===== config.mk =====
export PLATFORM = sky130hd
export DESIGN_NAME = alu_share_sched
export DESIGN_NICKNAME = d
export VERILOG_FILES = /design/src/rtl/alu_share_sched.sv
export SDC_FILE = /design/constraint.sdc
export NUM_CORES = 1
export LEC_CHECK = 0
export CORE_AREA = 2 2 207 209
export CTS_BUF_LIST = sky130_fd_sc_hd__clkbuf_4 sky130_fd_sc_hd__clkbuf_8
export DETAILED_ROUTE_END_ITERATION = 6
export DIE_AREA = 0 0 209 211
export PLACE_DENSITY_LB_ADDON = 0.15
export SLEW_MARGIN = 20
export SYNTH_ARGS = -nofsm -noshare
export SYNTH_HDL_FRONTEND = slang
export SYNTH_SLANG_ARGS = --single-unit

===== constraint.sdc =====
create_clock -name clk -period 1.6 [get_ports clk]
set_clock_uncertainty 0.1 [all_clocks]
set_input_delay 0.16 -clock clk [delete_from_list [all_inputs] [get_ports clk]]
set_output_delay 0.16 -clock clk [all_outputs]
set_load 0.03 [all_outputs]

===== src/rtl/alu_share_sched.sv =====
// Round-robin scheduler sharing one external 64-bit ALU between two requesters; owns ZF/SF/OF.
// Define ALU_SHARE_STATS_EN to add saturating grant and conflict counters.
module alu_share_sched #(
    parameter int W     = 64,
    parameter int CNT_W = 16
) (
    input  logic             clk,
    input  logic             rst_n,
    input  logic             r0_valid,
    output logic             r0_ready,
    input  logic [1:0]       r0_op,
    input  logic [W-1:0]     r0_a,
    input  logic [W-1:0]     r0_b,
    input  logic             r0_set_cc,
    input  logic             r1_valid,
    output logic             r1_ready,
    input  logic [1:0]       r1_op,
    input  logic [W-1:0]     r1_a,
    input  logic [W-1:0]     r1_b,
    input  logic             r1_set_cc,
    output logic [1:0]       alu_control,
    output logic [W-1:0]     alu_a,
    output logic [W-1:0]     alu_b,
    input  logic [W-1:0]     alu_ans,
    input  logic             alu_overflow,
    output logic             rsp_valid,
    output logic             rsp_id,
    output logic [W-1:0]     rsp_data,
    input  logic             rsp_ready,
`ifdef ALU_SHARE_STATS_EN
    output logic [CNT_W-1:0] grant_cnt0,
    output logic [CNT_W-1:0] grant_cnt1,
    output logic [CNT_W-1:0] conflict_cnt,
`endif
    output logic             cc_zf,
    output logic             cc_sf,
    output logic             cc_of
);

    typedef enum logic [1:0] {IDLE, EXEC, RESP} state_t;

    state_t         state_q, state_d;
    logic [1:0]     alu_control_q, alu_control_d;
    logic [W-1:0]   alu_a_q, alu_a_d, alu_b_q, alu_b_d;
    logic           set_cc_q, set_cc_d;
    logic           id_q, id_d;
    logic           last_grant_q, last_grant_d;
    logic           rsp_valid_q, rsp_valid_d;
    logic           rsp_id_q, rsp_id_d;
    logic [W-1:0]   rsp_data_q, rsp_data_d;
    logic           cc_zf_q, cc_zf_d, cc_sf_q, cc_sf_d, cc_of_q, cc_of_d;
    logic           sel;
    logic           xfer;

    always_comb begin
        // On a tie the requester that did not win last time goes next.
        sel      = (r0_valid && r1_valid) ? ~last_grant_q : r1_valid;
        r0_ready = (state_q == IDLE) && r0_valid && !sel;
        r1_ready = (state_q == IDLE) && r1_valid && sel;
        xfer     = r0_ready || r1_ready;

        state_d       = state_q;
        alu_control_d = alu_control_q;
        alu_a_d       = alu_a_q;
        alu_b_d       = alu_b_q;
        set_cc_d      = set_cc_q;
        id_d          = id_q;
        last_grant_d  = last_grant_q;
        rsp_valid_d   = rsp_valid_q;
        rsp_id_d      = rsp_id_q;
        rsp_data_d    = rsp_data_q;
        cc_zf_d       = cc_zf_q;
        cc_sf_d       = cc_sf_q;
        cc_of_d       = cc_of_q;

        case (state_q)
            IDLE: begin
                if (xfer) begin
                    alu_control_d = sel ? r1_op     : r0_op;
                    alu_a_d       = sel ? r1_a      : r0_a;
                    alu_b_d       = sel ? r1_b      : r0_b;
                    set_cc_d      = sel ? r1_set_cc : r0_set_cc;
                    id_d          = sel;
                    last_grant_d  = sel;
                    state_d       = EXEC;
                end
            end
            EXEC: begin
                rsp_data_d  = alu_ans;
                rsp_id_d    = id_q;
                rsp_valid_d = 1'b1;
                if (set_cc_q) begin
                    cc_zf_d = (alu_ans == '0);
                    cc_sf_d = alu_ans[W-1];
                    cc_of_d = alu_overflow;
                end
                state_d = RESP;
            end
            RESP: begin
                if (rsp_ready) begin
                    rsp_valid_d = 1'b0;
                    state_d     = IDLE;
                end
            end
            default: state_d = IDLE;
        endcase
    end

    always_ff @(posedge clk) begin
        if (!rst_n) begin
            state_q       <= IDLE;
            alu_control_q <= 2'b00;
            alu_a_q       <= '0;
            alu_b_q       <= '0;
            set_cc_q      <= 1'b0;
            id_q          <= 1'b0;
            last_grant_q  <= 1'b1;
            rsp_valid_q   <= 1'b0;
            rsp_id_q      <= 1'b0;
            rsp_data_q    <= '0;
            cc_zf_q       <= 1'b1;
            cc_sf_q       <= 1'b0;
            cc_of_q       <= 1'b0;
        end else begin
            state_q       <= state_d;
            alu_control_q <= alu_control_d;
            alu_a_q       <= alu_a_d;
            alu_b_q       <= alu_b_d;
            set_cc_q      <= set_cc_d;
            id_q          <= id_d;
            last_grant_q  <= last_grant_d;
            rsp_valid_q   <= rsp_valid_d;
            rsp_id_q      <= rsp_id_d;
            rsp_data_q    <= rsp_data_d;
            cc_zf_q       <= cc_zf_d;
            cc_sf_q       <= cc_sf_d;
            cc_of_q       <= cc_of_d;
        end
    end

    assign alu_control = alu_control_q;
    assign alu_a       = alu_a_q;
    assign alu_b       = alu_b_q;
    assign rsp_valid   = rsp_valid_q;
    assign rsp_id      = rsp_id_q;
    assign rsp_data    = rsp_data_q;
    assign cc_zf       = cc_zf_q;
    assign cc_sf       = cc_sf_q;
    assign cc_of       = cc_of_q;

`ifdef ALU_SHARE_STATS_EN
    logic [CNT_W-1:0] grant_cnt0_q, grant_cnt0_d;
    logic [CNT_W-1:0] grant_cnt1_q, grant_cnt1_d;
    logic [CNT_W-1:0] conflict_cnt_q, conflict_cnt_d;

    // All counters stick at all-ones rather than wrapping.
    always_comb begin
        grant_cnt0_d   = grant_cnt0_q;
        grant_cnt1_d   = grant_cnt1_q;
        conflict_cnt_d = conflict_cnt_q;
        if (r0_ready && r0_valid && !(&grant_cnt0_q))
            grant_cnt0_d = grant_cnt0_q + CNT_W'(1);
        if (r1_ready && r1_valid && !(&grant_cnt1_q))
            grant_cnt1_d = grant_cnt1_q + CNT_W'(1);
        if ((state_q == IDLE) && r0_valid && r1_valid && !(&conflict_cnt_q))
            conflict_cnt_d = conflict_cnt_q + CNT_W'(1);
    end

    always_ff @(posedge clk) begin
        if (!rst_n) begin
            grant_cnt0_q   <= '0;
            grant_cnt1_q   <= '0;
            conflict_cnt_q <= '0;
        end else begin
            grant_cnt0_q   <= grant_cnt0_d;
            grant_cnt1_q   <= grant_cnt1_d;
            conflict_cnt_q <= conflict_cnt_d;
        end
    end

    assign grant_cnt0   = grant_cnt0_q;
    assign grant_cnt1   = grant_cnt1_q;
    assign conflict_cnt = conflict_cnt_q;
`endif

endmodule


==> flow_summary.toml, run 1 <==
[synth]
synth_cell_types = 26
avgSynthCellArea_um2 = 9.69
seq_area_frac_synth_pct = 45.7
synth_warnings = 0
syn_area_um2 = 8940
syn_inst = 922
synthesis.nets = 1254
synth_seq_cells = 204

[routing]
drt-total-wl_um = 38800
ant_nets = 0
via_per_inst = 4.33
drt_iter0_drc = 352
first_pass_iters = 6
wl_per_cell_um = 18.5
vias = 9114
drc = 0

[place]
place_area_um2 = 15500
dp_slack_ns = -0.712
hpwl_um = 28900
numPortBuffers = 532
gp_congestion = 0.830

[setup_path]
timing.critical_path.slowest_cell_delay_ns = 0.33
worstPathArrival_ns = 1.53
cp_cell_sequence = "a21boi_4 -> buf_6 -> buf_12 -> and2_4 -> buf_12"
cp_top_family = "flip-flops"
crit_path_top_delay_cell = "dfxtp_2"
startpoint_type = "flop"
cp.buffers_inverters = 3
path_class = "flop to output port"
end_kind = "output port"
worst_ep_required_time_ns = 1.34
path_max_fanout = 2
cp_common_cell = "buf_12"

[power]
p_seq_share_pct = 34.3
power_mw = 17.2
netSwitchingFraction_pct = 31.6
p_comb_share_pct = 31.6
p_int_mw = 11.8
powerDensity_nw_per_um2 = 1000
clockPowerShare_pct = 34.1
worst_ir_drop_vdd_v = 0.000471
p_switching_mw = 5.43
leakagePower_nw = 7.80

[global_route]
grt_max_degree = 66
grt_pass1_wl_um = 56000
grt_pass1_vias = 9434
antenna_found_initial = 3
grt_usage_pct = 16.7
grt_overflow_total = 0

[sta]
max_freq_ghz = 0.559
slew_headroom_pct = 70.4
setup_viol = 103
drv_slew = 0
fin_ws_ns = -0.189
post-route-min-period_ns = 1.79
timing.final.hold_violations = 0
rsz0062_at_grt = "yes"
worstMarginPinSlew_ns = 0.440
min_period_over_period_pct = 112

[cells_and_area]
syn_to_final_growth_pct = 91.6
drive_gt1_share_pct = 28.6
fin_nets = 1864
diodes = 0
seqCellArea_um2 = 4090
fillers = 4164
multi_input_area_um2 = 4720
final_cell_area_um2 = 17100

[die]
die_w_um = 209
rows = 75
die_h_um = 211
die_area_um2 = 44100
core_um2 = 41800
initial_core_util_pct = 21.4
io_pins = 533

[cts]
clockRootBuffer = "clkbuf_8"
clock-sinks = 204
clk_latency_ns = 0.58
cts_buffers = 41
cts_max_path_buffers = 3
cts_tree = "done"
cts_max_level = 2
clk_pin_slew_ns = 0.05

[run]
drv_cap = 0

[outcome]
violations = "setup timing"
outcome = "complete, but fails checks"

[hold_path]
hold_class = "input port to flop"
-- final timing paths --
| check | from | end | slack [ns] | depth (start not counted) |
|---|---|---|---|---|
| setup reg to reg | last_grant_q$_SDFFE_PN1P_ | alu_a[28]$_SDFFE_PN0P_ | -0.17 | 7 |
| hold reg to reg | rsp_data[31]$_SDFFE_PN0P_ | rsp_data[31]$_SDFFE_PN0P_ | 0.35 | 2 |
| hold / removal | alu_ans[6] | rsp_data[6]$_SDFFE_PN0P_ | 0.07 | 3 |
| setup / recovery | last_grant_q$_SDFFE_PN1P_ | r1_ready | -0.19 | 5 |
-- flip-flops by register name (all words and copies together), names as in the netlist --
register / flops
alu_a: 64
last_grant_q: 1
id_q: 1
rsp_valid: 1
set_cc_q: 1
rsp_id: 1
state_q: 2
cc_sf: 1
alu_b: 64
cc_zf: 1
cc_of: 1
rsp_data: 64
alu_control: 2
-- power groups by stage --
| stage | Clock [mW] | Sequential (mW) | Combinational, mW |
|---|---|---|---|
| 2_1_floorplan | 0 | 7.01 | 1.46 |
| 3_3_place_gp | 0 | 5.98 | 5.26 |
| 3_5_place_dp | 0 | 6.00 | 5.26 |
| 4_1_cts | 6.11 | 5.90 | 5.30 |
| 5_1_grt | 6.35 | 5.97 | 5.78 |
| 6_report | 5.86 | 5.90 | 5.43 |
-- Yosys cell counts (all sizes together) --
cell type  count  area [um^2]
or4            1         7.51
dfxtp        204         4080
a21boi        68          510
o211ai         2         20.0
and2           2         12.5
nor2b          2         12.5
clkbuf        31          116
nor2           2         7.51
nand2b         1         6.26
buf           50          313
nand2        269         1010
nand3b         1         7.51
nand3          2         10.0
a21oi          1         5.00
o211a        132         1320
o21a           2         15.0
nor4          16          131
nand4          4         25.0
nor3b          1         7.51
mux2i        131         1310
-- cells by family after synthesis --
group,Yosys count,share of synthesized area (%)
AND/OR/NAND/NOR,301,13.9
AO/OA/AOI/OAI,205,20.9
flip-flops,204,45.7
multiplexers,131,14.7
buffers and inverters,81,4.80
-- stage by stage --
step / utilization, % / hold slack (ns) / std cells / setup TNS, ns
after floorplan: - / 0.195 / 922 / 0
after global placement: 37.2 / 0.339 / 2009 / -41.91
after detailed placement: 37.2 / 0.344 / 2009 / -43.23
after CTS: 40.7 / 0.00388 / 2093 / -16.43
after global routing: 41.0 / 0.0344 / 2103 / -16.56
final: 41.0 / 0.0670 / 2103 / -7.57
-- final cells by class --
| cell class | count | area share (%) |
|---|---|---|
| clock buffers | 70 | 4.93 |
| clock inverters | 5 | 0.307 |
| multi-input cells | 637 | 27.6 |
| flip-flops and latches | 204 | 23.9 |
| well taps | 539 | 3.94 |
| repair buffers | 648 | 39.4 |
-- what timing repair did --
action                                  in CTS  in global routing
gates resized for setup                    585                 90
pin swaps                                    4                  3
hold buffers                                 1                  0
hold endpoints to repair                    23                  0
setup buffers                                6                  5
cloned                                       3                  6
endpoints found under the setup margin     236                173
-- cell usage in the layout, fill, tap and decap left out, drive strengths merged --
cell type / n
a21boi: 68
a21oi: 1
and2: 2
buf: 119
bufbuf: 2
bufinv: 1
clkbuf: 115
clkdlybuf4s15: 151
clkdlybuf4s50: 330
clkinv: 3
clkinvlp: 1
dfxtp: 204
dlygate4sd3: 1
mux2i: 131
nand2: 269
nand2b: 1
nand3: 2
nand3b: 1
nand4: 4
nor2: 2
nor2b: 2
nor3b: 1
nor4: 16
o211a: 132
o211ai: 2
o21a: 2
or4: 1
-- routing by layer --
layer	share of wire, %	GRT usage, %	routed length (um)
met1	40	18.6	15600
met2	50	29.6	19400
met3	8.0	6.18	3110
met4	1.9	4.70	728
met5	0.072	0	28
-- tightest hold or removal path, cell delays in order --
cell             delay (ns)
clkdlybuf4s50_1        0.42
nand2_1                0.06
a21boi_1               0.05
No activity file was read; power rests on OpenSTA's default activity.
==> run 2: changes to the inputs <==
--- a/config.mk
+++ b/config.mk
@@ -5,6 +5,7 @@
 export SDC_FILE = /design/constraint.sdc
 export NUM_CORES = 1
 export LEC_CHECK = 0
+export CAP_MARGIN = 20
 export CORE_AREA = 2 2 207 209
 export CTS_BUF_LIST = sky130_fd_sc_hd__clkbuf_4 sky130_fd_sc_hd__clkbuf_8
 export DETAILED_ROUTE_END_ITERATION = 6
==> results of run 2 <==
No change in the layout: final DEF, timing and power equal those of run 1.
